===== src/rtl/mtm_alu_pkg.sv =====
// Shared constants and state encoding for the ALU serial transmit path.
// The GAP state is only present when MTM_ALU_SER_GAP_EN is defined.
package mtm_alu_pkg;

    localparam logic START     = 1'b0;
    localparam logic STOP      = 1'b1;
    localparam logic TYPE_DATA = 1'b0;
    localparam logic TYPE_CTL  = 1'b1;

    localparam logic [2:0] ERR_DATA = 3'b100;
    localparam logic [2:0] ERR_CRC  = 3'b010;
    localparam logic [2:0] ERR_OP   = 3'b001;

    // Packet index of the ctl packet, i.e. the last packet of a data frame.
    localparam logic [2:0] LAST_DATA_PKT = 3'd4;

`ifdef MTM_ALU_SER_GAP_EN
    typedef enum logic [1:0] {
        ST_IDLE  = 2'd0,
        ST_LOAD  = 2'd1,
        ST_SHIFT = 2'd2,
        ST_GAP   = 2'd3
    } state_t;
`else
    typedef enum logic [1:0] {
        ST_IDLE  = 2'd0,
        ST_LOAD  = 2'd1,
        ST_SHIFT = 2'd2
    } state_t;
`endif

endpackage


===== src/rtl/mtm_alu_serializer_if.sv =====
// Result handshake between the ALU core (master) and the serializer (slave).
interface mtm_alu_serializer_if;
    logic        res_valid;
    logic        res_ready;
    logic        res_err;
    logic [31:0] C;
    logic [3:0]  FLAGS;
    logic [2:0]  ERR;

    modport master (output res_valid, res_err, C, FLAGS, ERR, input res_ready);
    modport slave  (input res_valid, res_err, C, FLAGS, ERR, output res_ready);
endinterface


===== src/rtl/mtm_alu_crc3.sv =====
// Combinational CRC3 (x^3+x+1, init 000) over a 37-bit word, MSB first.
module mtm_alu_crc3 (
    input  logic [36:0] data_i,
    output logic [2:0]  crc_o
);

    function automatic logic [2:0] crc3_calc(input logic [36:0] d);
        logic [2:0] crc;
        logic       fb;
        crc = 3'b000;
        for (int i = 36; i >= 0; i--) begin
            fb  = crc[2] ^ d[i];
            crc = {crc[1], crc[0] ^ fb, fb};
        end
        return crc;
    endfunction

    assign crc_o = crc3_calc(data_i);

endmodule


===== src/rtl/mtm_alu_serializer.sv =====
// Frames ALU results / error codes into 11-bit packets on sout.
// Optional inter-packet idle gap enabled by defining MTM_ALU_SER_GAP_EN.
module mtm_alu_serializer
    import mtm_alu_pkg::*;
#(
    parameter int GAP_BITS = 2
) (
    input  logic                       clk,
    input  logic                       rst,
    mtm_alu_serializer_if.slave        bus,
    output logic                       sout,
    output logic                       busy
);

    localparam bit GAP_NZ = (GAP_BITS > 0);

    state_t      state_q, state_d;
    logic        sout_q, sout_d;
    logic [3:0]  bit_cnt_q, bit_cnt_d;
    logic [2:0]  pkt_cnt_q, pkt_cnt_d;
    logic [9:0]  shift_q, shift_d;
    logic [31:0] c_q, c_d;
    logic [3:0]  flags_q, flags_d;
    logic [2:0]  err_q, err_d;
    logic        res_err_q, res_err_d;

    logic [9:0]  tail;
    logic [2:0]  crc;
    logic        err_par;
    logic        last_pkt;

`ifdef MTM_ALU_SER_GAP_EN
    localparam int GW = (GAP_BITS > 1) ? $clog2(GAP_BITS) : 1;
    logic [GW-1:0] gap_cnt_q, gap_cnt_d;
`else
    logic unused_gap_cfg;
    assign unused_gap_cfg = GAP_NZ;
`endif

    mtm_alu_crc3 u_crc (
        .data_i ({c_q, 1'b0, flags_q}),
        .crc_o  (crc)
    );

    assign err_par  = ^{1'b1, err_q, err_q};
    assign last_pkt = res_err_q ? (pkt_cnt_q == 3'd0) : (pkt_cnt_q == LAST_DATA_PKT);

    // Bits 1..10 of the current packet; the start bit is driven directly in LOAD.
    always_comb begin
        tail = {TYPE_DATA, c_q[31:24], STOP};
        if (res_err_q) begin
            tail = {TYPE_CTL, 1'b1, err_q, err_q, err_par, STOP};
        end else begin
            case (pkt_cnt_q)
                3'd0:    tail = {TYPE_DATA, c_q[31:24], STOP};
                3'd1:    tail = {TYPE_DATA, c_q[23:16], STOP};
                3'd2:    tail = {TYPE_DATA, c_q[15:8], STOP};
                3'd3:    tail = {TYPE_DATA, c_q[7:0], STOP};
                default: tail = {TYPE_CTL, 1'b0, flags_q, crc, STOP};
            endcase
        end
    end

    always_comb begin
        state_d   = state_q;
        sout_d    = sout_q;
        bit_cnt_d = bit_cnt_q;
        pkt_cnt_d = pkt_cnt_q;
        shift_d   = shift_q;
        c_d       = c_q;
        flags_d   = flags_q;
        err_d     = err_q;
        res_err_d = res_err_q;
`ifdef MTM_ALU_SER_GAP_EN
        gap_cnt_d = gap_cnt_q;
`endif
        case (state_q)
            ST_IDLE: begin
                sout_d = STOP;
                if (bus.res_valid) begin
                    c_d       = bus.C;
                    flags_d   = bus.FLAGS;
                    err_d     = bus.ERR;
                    res_err_d = bus.res_err;
                    pkt_cnt_d = 3'd0;
                    bit_cnt_d = 4'd0;
                    sout_d    = START;
                    state_d   = ST_LOAD;
                end
            end
            ST_LOAD: begin
                sout_d    = tail[9];
                shift_d   = {tail[8:0], 1'b1};
                bit_cnt_d = 4'd1;
                state_d   = ST_SHIFT;
            end
            ST_SHIFT: begin
                if (bit_cnt_q == 4'd10) begin
                    bit_cnt_d = 4'd0;
`ifdef MTM_ALU_SER_GAP_EN
                    if (GAP_NZ) begin
                        sout_d    = STOP;
                        gap_cnt_d = '0;
                        state_d   = ST_GAP;
                    end else
`endif
                    if (last_pkt) begin
                        sout_d    = STOP;
                        pkt_cnt_d = 3'd0;
                        state_d   = ST_IDLE;
                    end else begin
                        sout_d    = START;
                        pkt_cnt_d = pkt_cnt_q + 3'd1;
                        state_d   = ST_LOAD;
                    end
                end else begin
                    sout_d    = shift_q[9];
                    shift_d   = {shift_q[8:0], 1'b1};
                    bit_cnt_d = bit_cnt_q + 4'd1;
                end
            end
`ifdef MTM_ALU_SER_GAP_EN
            ST_GAP: begin
                sout_d = STOP;
                if (gap_cnt_q == GW'(GAP_BITS - 1)) begin
                    if (last_pkt) begin
                        pkt_cnt_d = 3'd0;
                        state_d   = ST_IDLE;
                    end else begin
                        sout_d    = START;
                        pkt_cnt_d = pkt_cnt_q + 3'd1;
                        state_d   = ST_LOAD;
                    end
                end else begin
                    gap_cnt_d = gap_cnt_q + GW'(1);
                end
            end
`endif
            default: begin
                sout_d  = STOP;
                state_d = ST_IDLE;
            end
        endcase
    end

    always_ff @(posedge clk or posedge rst) begin
        if (rst) begin
            state_q   <= ST_IDLE;
            sout_q    <= STOP;
            bit_cnt_q <= '0;
            pkt_cnt_q <= '0;
            shift_q   <= '0;
            c_q       <= '0;
            flags_q   <= '0;
            err_q     <= '0;
            res_err_q <= 1'b0;
`ifdef MTM_ALU_SER_GAP_EN
            gap_cnt_q <= '0;
`endif
        end else begin
            state_q   <= state_d;
            sout_q    <= sout_d;
            bit_cnt_q <= bit_cnt_d;
            pkt_cnt_q <= pkt_cnt_d;
            shift_q   <= shift_d;
            c_q       <= c_d;
            flags_q   <= flags_d;
            err_q     <= err_d;
            res_err_q <= res_err_d;
`ifdef MTM_ALU_SER_GAP_EN
            gap_cnt_q <= gap_cnt_d;
`endif
        end
    end

    assign sout          = sout_q;
    assign busy          = (state_q != ST_IDLE);
    assign bus.res_ready = (state_q == ST_IDLE);

endmodule


===== src/flat_wrapper.sv =====
// flat-port wrapper written by rule: the top's interface ports become plain ports
module mtm_alu_serializer_flat import mtm_alu_pkg::*;
#(
    parameter int GAP_BITS = 2
)
  (clk, rst, sout, busy, bus_res_valid, bus_res_err, bus_C, bus_FLAGS, bus_ERR, bus_res_ready);
  mtm_alu_serializer_if bus_i ();
  input  logic clk;
  input  logic rst;
  output logic sout;
  output logic busy;
  input wire logic [$bits(bus_i.res_valid)-1:0] bus_res_valid;
  input wire logic [$bits(bus_i.res_err)-1:0] bus_res_err;
  input wire logic [$bits(bus_i.C)-1:0] bus_C;
  input wire logic [$bits(bus_i.FLAGS)-1:0] bus_FLAGS;
  input wire logic [$bits(bus_i.ERR)-1:0] bus_ERR;
  output wire logic [$bits(bus_i.res_ready)-1:0] bus_res_ready;
  assign bus_i.res_valid = bus_res_valid;
  assign bus_i.res_err = bus_res_err;
  assign bus_i.C = bus_C;
  assign bus_i.FLAGS = bus_FLAGS;
  assign bus_i.ERR = bus_ERR;
  assign bus_res_ready = bus_i.res_ready;
  mtm_alu_serializer #(.GAP_BITS(GAP_BITS)) u_core (.clk(clk), .rst(rst), .bus(bus_i), .sout(sout), .busy(busy));
endmodule

===== config.mk =====
export PLATFORM = sky130hd
export DESIGN_NAME = mtm_alu_serializer_flat
export DESIGN_NICKNAME = d
export VERILOG_FILES = /design/src/rtl/mtm_alu_pkg.sv /design/src/rtl/mtm_alu_serializer_if.sv /design/src/rtl/mtm_alu_crc3.sv /design/src/rtl/mtm_alu_serializer.sv /design/src/flat_wrapper.sv
export SDC_FILE = /design/constraint.sdc
export NUM_CORES = 1
export LEC_CHECK = 0
export CORE_ASPECT_RATIO = 1.75
export CORE_MARGIN = 2
export CORE_UTILIZATION = 45
export CTS_CLUSTER_SIZE = 24
export DETAILED_ROUTE_END_ITERATION = 8
export PLACE_DENSITY = 0.7
export SYNTH_ARGS = -nofsm -noshare
export SYNTH_HDL_FRONTEND = slang
export SYNTH_SLANG_ARGS = --single-unit

===== constraint.sdc =====
create_clock -name clk -period 2.4 [get_ports clk]
set_input_delay 0.36 -clock clk [delete_from_list [all_inputs] [get_ports clk]]
set_output_delay 0.36 -clock clk [all_outputs]
set_load 0.1 [all_outputs]

==> summary.md <==
| Metric | Value |
|---|---|
| Clk Latency, worst-skew pair | 0.33 ns |
| EDFF count, synth | 0 |
| Num rows | 41 |
| Most common cell after layout, fill and taps aside | dfrtp_1 |
| Final hold violation count | 0 |
| Slowest-stage cell, CP | xnor3_1 |
| Area leader, netlist | dfrtp_1 |
| Area delta synth->final | 27.2% |
| Asr flop ratio synth | 100% |
| Clk slew on worst S/H paths | about 0.050 ns |
| First DRT Iteration DRCs | 153 |
| FILL cells | 619 |
| CP delay by family, top | XOR/XNOR gates |
| Hold Worst Slack | 0.414 ns |
| Synth top area share | 43.6% |
| Gate power share | roughly 58% |
| Worst-Margin Slew | 0.514 ns |
| Clk buf depth | 2 |
| Layout cells sized above 1 | 22.8% |
| R2R Path End | u_core.shift_q[2]$_DFFE_PP0P_ |
| Die width | between 60 and 70 microns |
| Overall Power | 8.08 mW |
| Vias per inst | 5.63 |
| Bufs and invs on worst path | 0 |
| NetSw | 2.97 mW |
| Net Sw Frac | a little under two fifths |
| Setup TNS Final | 0 ns |
| PwrDens | 1880 mW/mm^2 |
| Max-cap violations | 0 |
| # setup viols final | 0 |
| Post-synthesis cell area | 0.00338 sq mm |
| NumNets Final | 405 |
| Status | finished, final reports clean |
| Clk root buf | clkbuf_16 |
| Post-route ant nets | 0 |
| RSZ-0062 raised after global routing | no |
| Final setup margin | between 0.3 and 0.4 ns |
| Max incr delay on CP | 0.49 ns |
| Slew headroom | around 65% |
| Initial antenna violation count | 0 |
| Routed WL | around 7700 microns |
| Synth cell types | 41 |
| Startpoint Class | register |
| Mean Syn Cell Area | 11.3 sq um |
| Core ar. | 0.00723 sq mm |
| Reg2Reg Depth | 6 |
| GP Congestion | 0.904 |
| YS warnings | 0 |
| Flops & latches, synth | 60 |
| Crit path depth | 6 |
| Antenna diodes | 0 |
| Worst r2r src | u_core.c_q[29]$_DFFE_PP0P_ |
| Top post-synthesis cells by area | dfrtp_1 (44%), mux2_2 (14%), xnor2_1 (5.4%) |
| Critical path, cell by cell | xor2_1 > xnor3_1 > xnor2_1 > xnor3_1 > nor4_2 > o31ai_2 |
| Seq pwr share | 24.6% |
| Detailed placement HPWL | 5910 microns |
| Clk_skew | 0.00604 ns |
| Crit-path most repeated cell | xnor3_1 |
| Pin count of the biggest net entering global routing | 36 |
| Crit path capture type | register |
| Crit path time final | 2.09 ns |
| Number of top-level pins | 46 |
| Crit path max fanout | 4 |
| CTS Buf Count | 9 |
| Initial Utilization | 46.8% |
| Post-Syn Nets | ~350 |
| Die ar. | 0.00826 sq mm |
| Most frequent cells in the layout | dfrtp_1 (59), mux2_2 (42), clkdlybuf4s50_1 (42) |
| Critical path data required time | 2.60 ns |
| Clock network fraction of total power | between 15 and 20% |
| Setup bufs post-CTS | 0 |
| Die Span Y | ~120 microns |
| LEAKAGE | 1.88 nW |
| R2r setup slk | 0.31 ns |
| Input/output buffers | 45 |
| CP Class | reg -> reg |
| Seq/Total Area, Yosys | between 40% and 50% |
| Cts hold-fix bufs | 0 |
| Cell-internal power | just over 5 mW |
| Most used DFF post-synth | dfrtp_1 |
| VDD IR max | 1620 uV |
| CTS sink count | 60 |
| Tightest Hold Check Type | in -> async |
| Arrival time worst endpoint | about 2.3 ns |
| CTS resizes | 0 |
| Final Slew Violations | 0 |
| First-pass iteration count of the detailed router | 6 |
| Period utilization | 87.1% |
| Grt total ovfl | 0 |
| Core Util, Final | 59.5% |
| First-pass GRT wire length | 12900 microns |
| Vias | roughly 2500 |
| Maximum clock rate | between 400 and 500 MHz |
| H-tree depth | 3 |
| Synth Instances | 299 |
| Drt drc | 0 |
| Number of global-route vias before repair | 2695 |
| Gr usage total | 20.2% |
| DR WL/cell | 17.3 microns |
| Dpl ws | 0.328 ns |
| CTS tree | built |
## power groups by stage
stage / clock network (mW) / registers, mW / logic (mW)
after floorplan: 0 / 1.86 / 3.81
after global placement: 0 / 2.00 / 4.56
after detailed placement: 0 / 2.00 / 4.65
after CTS: 1.45 / 1.99 / 4.67
after global routing: 1.50 / 2.04 / 4.94
final: 1.42 / 1.99 / 4.67
## cell families after synthesis
| logic type | share of synthesized area, % |
|---|---|
| compound gates | 13.1 |
| flops | 44.4 |
| simple gates | 6.81 |
| mux | 15.5 |
| xor+xnor | 13.1 |
| buf+inv | 3.03 |
| fa+ha+maj | 4.07 |
## state kept, by name, summed over array words and instances, names as in the netlist
| register | flops |
|---|---|
| u_core.c_q | 32 |
| u_core.shift_q | 10 |
| u_core.bit_cnt_q | 4 |
| u_core.flags_q | 4 |
| u_core.err_q | 3 |
| u_core.pkt_cnt_q | 3 |
| u_core.state_q | 2 |
| u_core.res_err_q | 1 |
| u_core.sout | 1 |
## tightest hold or removal path: cells and delay by family
family	cells	cell delay (ns)
buffers and inverters	3	0.77
## final cells by class
class                           instances  area [sq um]  share of cell area [%]
Clock buffer                           12           267                    6.19
Timing Repair Buffer                   56           526                    12.2
Tap cell                               86           108                    2.50
Clock inverter                          4          70.1                    1.63
Inverter                               10          41.3                   0.959
Sequential cell                        60          1500                    34.9
Multi-Input combinational cell        214          1790                    41.6
## per-stage QoR
stage          instances  cell area (sq um)
6_report             442               4300
5_1_grt              442               4300
4_1_cts              442               4300
3_5_place_dp         426               3970
3_3_place_gp         426               3970
2_1_floorplan        299               3400
## cell usage after synthesis, types with 2 or more instances
| library cell | instances |
|---|---|
| o31ai_1 | 3 |
| nand3_1 | 2 |
| clkbuf_1 | 6 |
| a2111oi_0 | 3 |
| nand2_1 | 19 |
| nor3_1 | 4 |
| o32ai_1 | 2 |
| a222oi_1 | 8 |
| buf_1 | 7 |
| o21ai_0 | 19 |
| a31oi_1 | 2 |
| inv_1 | 10 |
| xor2_1 | 7 |
| a21boi_0 | 2 |
| mux2i_1 | 5 |
| mux2_2 | 42 |
| a21oi_1 | 19 |
| nor2_1 | 20 |
| a221o_1 | 3 |
| ha_1 | 11 |
| xnor3_1 | 7 |
| dfrtp_1 | 59 |
| xnor2_1 | 21 |
## layer usage
| metal | part of all wire, % | global-route usage (%) |
|---|---|---|
| met2 | 56 | 37.0 |
| met4 | 3.7 | 11.3 |
| met1 | 37 | 20.7 |
| met5 | 0 | 0 |
| met3 | 3.9 | 4.43 |
## how the worst max path moves through the flow
stage / startpoint / to / slack [ns]
2_1_floorplan: u_core.state_q[0]$_DFFE_PP0P_ / u_core.pkt_cnt_q[1]$_DFFE_PP0P_ / 0.15
3_3_place_gp: u_core.state_q[0]$_DFFE_PP0P_ / u_core.shift_q[4]$_DFFE_PP0P_ / 0.41
3_5_place_dp: u_core.pkt_cnt_q[0]$_DFFE_PP0P_ / u_core.shift_q[2]$_DFFE_PP0P_ / 0.33
4_1_cts: u_core.c_q[11]$_DFFE_PP0P_ / u_core.shift_q[2]$_DFFE_PP0P_ / 0.32
5_1_grt: u_core.pkt_cnt_q[0]$_DFFE_PP0P_ / u_core.shift_q[2]$_DFFE_PP0P_ / 0.08
6_report: u_core.c_q[29]$_DFFE_PP0P_ / u_core.shift_q[2]$_DFFE_PP0P_ / 0.31
Note: power is estimated with default switching activity, not from simulation.
